$ cat config.mk
export PLATFORM = sky130hd
export DESIGN_NAME = i2s_stereo_tx
export DESIGN_NICKNAME = d
export VERILOG_FILES = /design/src/rtl/i2s_pkg.sv /design/src/rtl/i2s_frame_fifo.sv /design/src/rtl/i2s_stereo_tx.sv
export SDC_FILE = /design/constraint.sdc
export NUM_CORES = 1
export LEC_CHECK = 0
export ABC_AREA = 0
export CAP_MARGIN = 20
export CELL_PAD_IN_SITES_DETAIL_PLACEMENT = 1
export CELL_PAD_IN_SITES_GLOBAL_PLACEMENT = 2
export CORE_UTILIZATION = 48
export DETAILED_ROUTE_END_ITERATION = 6
export PLACE_DENSITY_LB_ADDON = 0.1
export SYNTH_ARGS = -nofsm -noshare
export SYNTH_HDL_FRONTEND = slang
export SYNTH_SLANG_ARGS = --single-unit
export TNS_END_PERCENT = 1
$ cat constraint.sdc
create_clock -name sck -period 6.25 [get_ports sck]
set_input_delay 0.625 -clock sck [delete_from_list [all_inputs] [get_ports sck]]
set_output_delay 0.625 -clock sck [all_outputs]
set_load 0.02 [all_outputs]
$ cat src/rtl/i2s_pkg.sv
// i2s_pkg: shared framing and channel encodings for the I2S transmitter.
package i2s_pkg;
  typedef enum logic {I2S_MODE_LJ = 1'b0, I2S_MODE_I2S = 1'b1} mode_e;
  typedef enum logic {CH_LEFT = 1'b0, CH_RIGHT = 1'b1} ch_e;
endpackage

$ cat src/rtl/i2s_frame_fifo.sv
// i2s_frame_fifo: stereo frame FIFO, combinational head read, full/empty guarded push/pop.
module i2s_frame_fifo #(
  parameter int WIDTH = 48,
  parameter int DEPTH = 4
) (
  input  logic                       clk,
  input  logic                       rst,
  input  logic                       push,
  input  logic                       pop,
  input  logic [WIDTH-1:0]           wdata,
  output logic [WIDTH-1:0]           rdata,
  output logic [$clog2(DEPTH+1)-1:0] level,
  output logic                       full,
  output logic                       empty
);
  localparam int AW = $clog2(DEPTH);
  localparam int LW = $clog2(DEPTH+1);
  logic [WIDTH-1:0] mem_q [DEPTH];
  logic [WIDTH-1:0] mem_d [DEPTH];
  logic [AW-1:0] wr_q, wr_d, rd_q, rd_d;
  logic [LW-1:0] level_q, level_d;
  logic do_push, do_pop;
  assign full  = level_q == LW'(DEPTH);
  assign empty = level_q == '0;
  assign level = level_q;
  assign rdata = mem_q[rd_q];
  assign do_push = push && !full;
  assign do_pop  = pop && !empty;
  always_comb begin
    mem_d = mem_q;
    if (do_push) mem_d[wr_q] = wdata;
    wr_d    = do_push ? wr_q + AW'(1) : wr_q;
    rd_d    = do_pop ? rd_q + AW'(1) : rd_q;
    level_d = level_q + LW'(do_push) - LW'(do_pop);
  end
  always_ff @(posedge clk) begin
    mem_q <= mem_d;
    if (rst) begin
      wr_q    <= '0;
      rd_q    <= '0;
      level_q <= '0;
    end else begin
      wr_q    <= wr_d;
      rd_q    <= rd_d;
      level_q <= level_d;
    end
  end
endmodule

$ cat src/rtl/i2s_stereo_tx.sv
// i2s_stereo_tx: buffered stereo serializer, left-justified or I2S framing on sck.
module i2s_stereo_tx
  import i2s_pkg::*;
#(
  parameter int BIT_WIDTH  = 24,
  parameter int SLOT_WIDTH = 32,
  parameter int FIFO_DEPTH = 4
) (
  input  logic                            sck,
  input  logic                            rst,
  input  logic                            mode,
  input  logic [BIT_WIDTH-1:0]            left_sample,
  input  logic [BIT_WIDTH-1:0]            right_sample,
  input  logic                            sample_valid,
  output logic                            sample_ready,
  output logic                            ws,
  output logic                            sd,
  output logic                            underflow,
  output logic [$clog2(FIFO_DEPTH+1)-1:0] fifo_level
);
  localparam int CW = $clog2(2*SLOT_WIDTH);
  localparam int LW = $clog2(FIFO_DEPTH+1);
  localparam int FW = 2*SLOT_WIDTH;
  logic [CW-1:0] cnt_q, cnt_d;
  logic [FW-1:0] sh_q, sh_d, sh_next, frame;
  logic [SLOT_WIDTH-1:0] l_slot, r_slot;
  logic [2*BIT_WIDTH-1:0] head;
  mode_e mode_q, mode_d;
  ch_e ws_q, ws_d;
  logic sd_q, sd_d, und_q, und_d;
  logic load, last, push, pop, full, empty;
  i2s_frame_fifo #(.WIDTH(2*BIT_WIDTH), .DEPTH(FIFO_DEPTH)) u_fifo (
    .clk   (sck),
    .rst   (rst),
    .push  (push),
    .pop   (pop),
    .wdata ({left_sample, right_sample}),
    .rdata (head),
    .level (fifo_level),
    .full  (full),
    .empty (empty)
  );
  assign sample_ready = fifo_level != LW'(FIFO_DEPTH);
  assign push = sample_valid && sample_ready;
  assign pop  = load && !empty;
  assign ws = ws_q;
  assign sd = sd_q;
  assign underflow = und_q;
  always_comb begin
    last    = cnt_q == CW'(FW-1);
    load    = cnt_q == ((mode_q == I2S_MODE_I2S) ? CW'(1) : CW'(0));
    l_slot  = SLOT_WIDTH'(head[2*BIT_WIDTH-1:BIT_WIDTH]) << (SLOT_WIDTH-BIT_WIDTH);
    r_slot  = SLOT_WIDTH'(head[BIT_WIDTH-1:0]) << (SLOT_WIDTH-BIT_WIDTH);
    frame   = empty ? '0 : {l_slot, r_slot};
    // the first bit of a freshly loaded frame leaves on the load edge itself
    sh_next = load ? frame : sh_q;
    sd_d    = sh_next[FW-1];
    sh_d    = sh_next << 1;
    ws_d    = (cnt_q >= CW'(SLOT_WIDTH)) ? CH_RIGHT : CH_LEFT;
    und_d   = load && empty;
    cnt_d   = last ? '0 : cnt_q + CW'(1);
    mode_d  = last ? mode_e'(mode) : mode_q;
  end
  always_ff @(posedge sck) begin
    if (rst) begin
      cnt_q  <= '0;
      sh_q   <= '0;
      ws_q   <= CH_LEFT;
      sd_q   <= 1'b0;
      und_q  <= 1'b0;
      mode_q <= mode_e'(mode);
    end else begin
      cnt_q  <= cnt_d;
      sh_q   <= sh_d;
      ws_q   <= ws_d;
      sd_q   <= sd_d;
      und_q  <= und_d;
      mode_q <= mode_d;
    end
  end
endmodule

==> flow_metrics.py <==
metrics = {
    "global_routing": {
        "grt_pass1_wl_um": 33700,
        "grt-ovfl-total": 0,
        "grt_usage": 0.207,
        "grt_max_degree": 72,
        "grt_pass1_vias": 5857,
        "antenna_found_initial": 0,
    },
    "cells_and_area": {
        "drive_gt1_frac": 0.223,
        "diodes": 0,
        "area_delta_synth_final_pct": 17.5,
        "nNetsFinal": 697,
        "stdcell_count": 928,
    },
    "placement": {
        "gp_congestion": 0.710,
        "placed_cells": 874,
        "portBuffers": 58,
        "dp_hpwl_um": 12000,
    },
    "hold_path": {
        "holdPathEnd": "sh_q[40]",
        "holdPathStages": 1,
        "min_path_type": "reg2reg",
        "hp-start": "sh_q[39]",
    },
    "synth": {
        "synthArstFlopShare": 0,
        "netlist_area_mm2": 0.0101,
        "synth_top_area_share": 0.576,
        "netlist_instances": 582,
        "yosys_warnings": 0,
        "synth_common_cells": "edfxtp_1, dfxtp_1, inv_1",
        "avgSynthCellArea_um2": 17.3,
        "synth_seq_cells": 264,
        "synth_area_leader_cell": "edfxtp_1",
        "synth.top_cells.by_area": "edfxtp_1, dfxtp_1, mux4_2",
        "ys_types": 38,
        "syn_nets": 643,
        "synth-main-ff-cell": "edfxtp_1",
        "synth_edf_count": 193,
        "synth_most_common_cell": "edfxtp_1",
        "seq_area_frac_synth": 0.717,
    },
    "routing": {
        "ant_nets": 0,
        "dr.first_iter.drc_count": 264,
        "dr.pass1.iters": 4,
        "wire_per_inst_um": 22.9,
        "drc": 0,
        "vias_per_cell": 5.76,
        "vias": 5342,
        "wirelength_um": 21200,
    },
    "clock_network": {
        "post_cts_buffers": 0,
        "cts_made_buffers": 28,
        "clockRootBuffer": "clkbuf_16",
        "cts_tree": "yes",
        "clk_pin_slew_ns": 0.06,
        "hold_buffers": 0,
        "clock_latency_ns": 0.54,
        "cts_num_sinks": 264,
        "ctsResizeCount": 0,
        "h-tree-depth": 1,
        "clockBufferDepth": 3,
    },
    "setup_path": {
        "crit_type": "reg2out",
        "endpoint_kind": "primary output",
        "reg2reg_slack_ns": 3.68,
        "cp.required_ns": 5.62,
        "reg2reg_to": "u_fifo.level[2]",
        "cp_max_fo": 7,
        "path_buf_inv": 2,
        "critPathArrivalTime_ns": 2.09,
        "path_delay_family": "buffers and inverters",
        "start_kind": "flip-flop",
        "cp_slowest_cell": "clkdlybuf4s50_1",
        "r2r-start": "cnt_q[2]",
        "crit_chain": "nor3b_1, inv_1, clkdlybuf4s50_1",
        "slowest_delay_ns": 0.58,
        "worstRegToRegCells": 10,
    },
    "power_and_ir_drop": {
        "vdd_drop_max_uv": 252,
        "power_leakage_nw": 3.81,
        "powerDensity_mw_per_mm2": 392,
    },
    "timing": {
        "hold_viol_final": 0,
        "setup_tns_ns": 0,
        "slew_viol_final": 0,
        "whs_ns": 0.457,
        "fin_crit_sh": 0.434,
        "max_clock_freq_ghz": 0.368,
        "setup_violations": 0,
        "fin_crit_ns": 2.71,
        "tightest_slew_ns": 0.798,
        "slew_headroom": 0.468,
        "skew_ns": 0.0173,
        "rsz0062_at_grt": "no",
    },
    "floorplan": {
        "core-area_mm2": 0.0204,
        "initial_core_util": 0.494,
        "num_rows": 52,
        "die_x_um": 147,
        "ios": 59,
        "dieArea_mm2": 0.0215,
        "fp.dieH_um": 147,
    },
    "flow_run": {
        "max_cap_violations": 0,
    },
    "run_status": {
        "status": "complete, no violations",
    },
}
routing by layer:
metal / up-vias / part of all wire / track usage
met3: 35 / 0.046 / 0.0379
met4: 0 / 0.019 / 0.0495
met1: 2778 / 0.42 / 0.271
met5: - / 0 / 0
li1: 2410 / - / -
met2: 119 / 0.51 / 0.359
flip-flops by register name, summed over array words and instances, names as in the netlist:
name          cells
cnt_q             6
mode_q            1
sd                1
sh_q             55
u_fifo.level      3
u_fifo.mem_q    192
u_fifo.rd_q       2
u_fifo.wr_q       2
underflow         1
ws                1
kinds of logic after synthesis:
kind of cell | Yosys count | synth area share
buf+inv | 103 | 0.0438
flops | 264 | 0.717
xor+xnor | 6 | 0.00597
fa+ha+maj | 9 | 0.0119
mux | 50 | 0.110
simple gates | 67 | 0.0418
compound gates | 83 | 0.0698
layout make-up:
cell class	count	area [um^2]
Clock buffer	32	716
Clock inverter	20	206
Fill cell	1796	8540
Inverter	57	214
Multi-Input combinational cell	215	2430
Sequential cell	264	7220
Tap cell	270	338
Timing Repair Buffer	70	698
through the flow:
step / instance area, um^2 / setup slack, ns / utilization / power (mW)
final: 11800 / 3.54 / 0.581 / 4.64
after CTS: 11800 / 3.50 / 0.578 / 4.69
after global routing: 11800 / 3.31 / 0.581 / 4.84
after detailed placement: 10900 / 3.65 / 0.533 / 3.04
after floorplan: 10100 / 3.69 / - / 2.76
after global placement: 10900 / 3.80 / 0.533 / 3.01
worst max path at each step:
stage / start / end / slack [ns] / cells after the start
final: u_fifo.level[2] / sample_ready / 3.54 / 3
after global routing: u_fifo.level[2] / sample_ready / 3.31 / 3
after CTS: u_fifo.level[2] / sample_ready / 3.50 / 3
after detailed placement: u_fifo.level[1] / u_fifo.level[2] / 3.65 / 10
after global placement: sample_valid / u_fifo.level[2] / 3.80 / 9
after floorplan: u_fifo.level[1] / u_fifo.mem_q[0] / 3.69 / 3
where the power goes:
part / internal (mW) / switching [mW]
sequential: 2.09 / 0.0939
combinational: 0.375 / 0.441
clock: 0.984 / 0.656
cells in the final DEF, fill, tap and decap left out, types with 2 or more instances in the layout:
cell type,netlist,final
a21oi_1,3,3
a311oi_1,28,28
a31o_2,28,28
and3_2,0,4
buf_4,1,10
bufinv_16,0,4
clkbuf_1,24,4
clkbuf_16,0,28
clkdlybuf4s50_1,0,57
clkinv_1,0,8
clkinv_2,0,5
clkinvlp_4,0,2
dfxtp_1,71,69
edfxtp_1,193,193
ha_1,8,8
inv_1,57,57
mux2_2,2,2
mux4_2,48,48
nand3_1,5,5
nand4_1,19,19
nor2_1,12,10
nor2b_1,4,4
nor3_1,3,2
nor3b_1,9,9
o21ai_0,3,3
o32ai_1,19,19
or2_2,2,2
xor2_1,3,3
(Power assumes the default switching activity.)
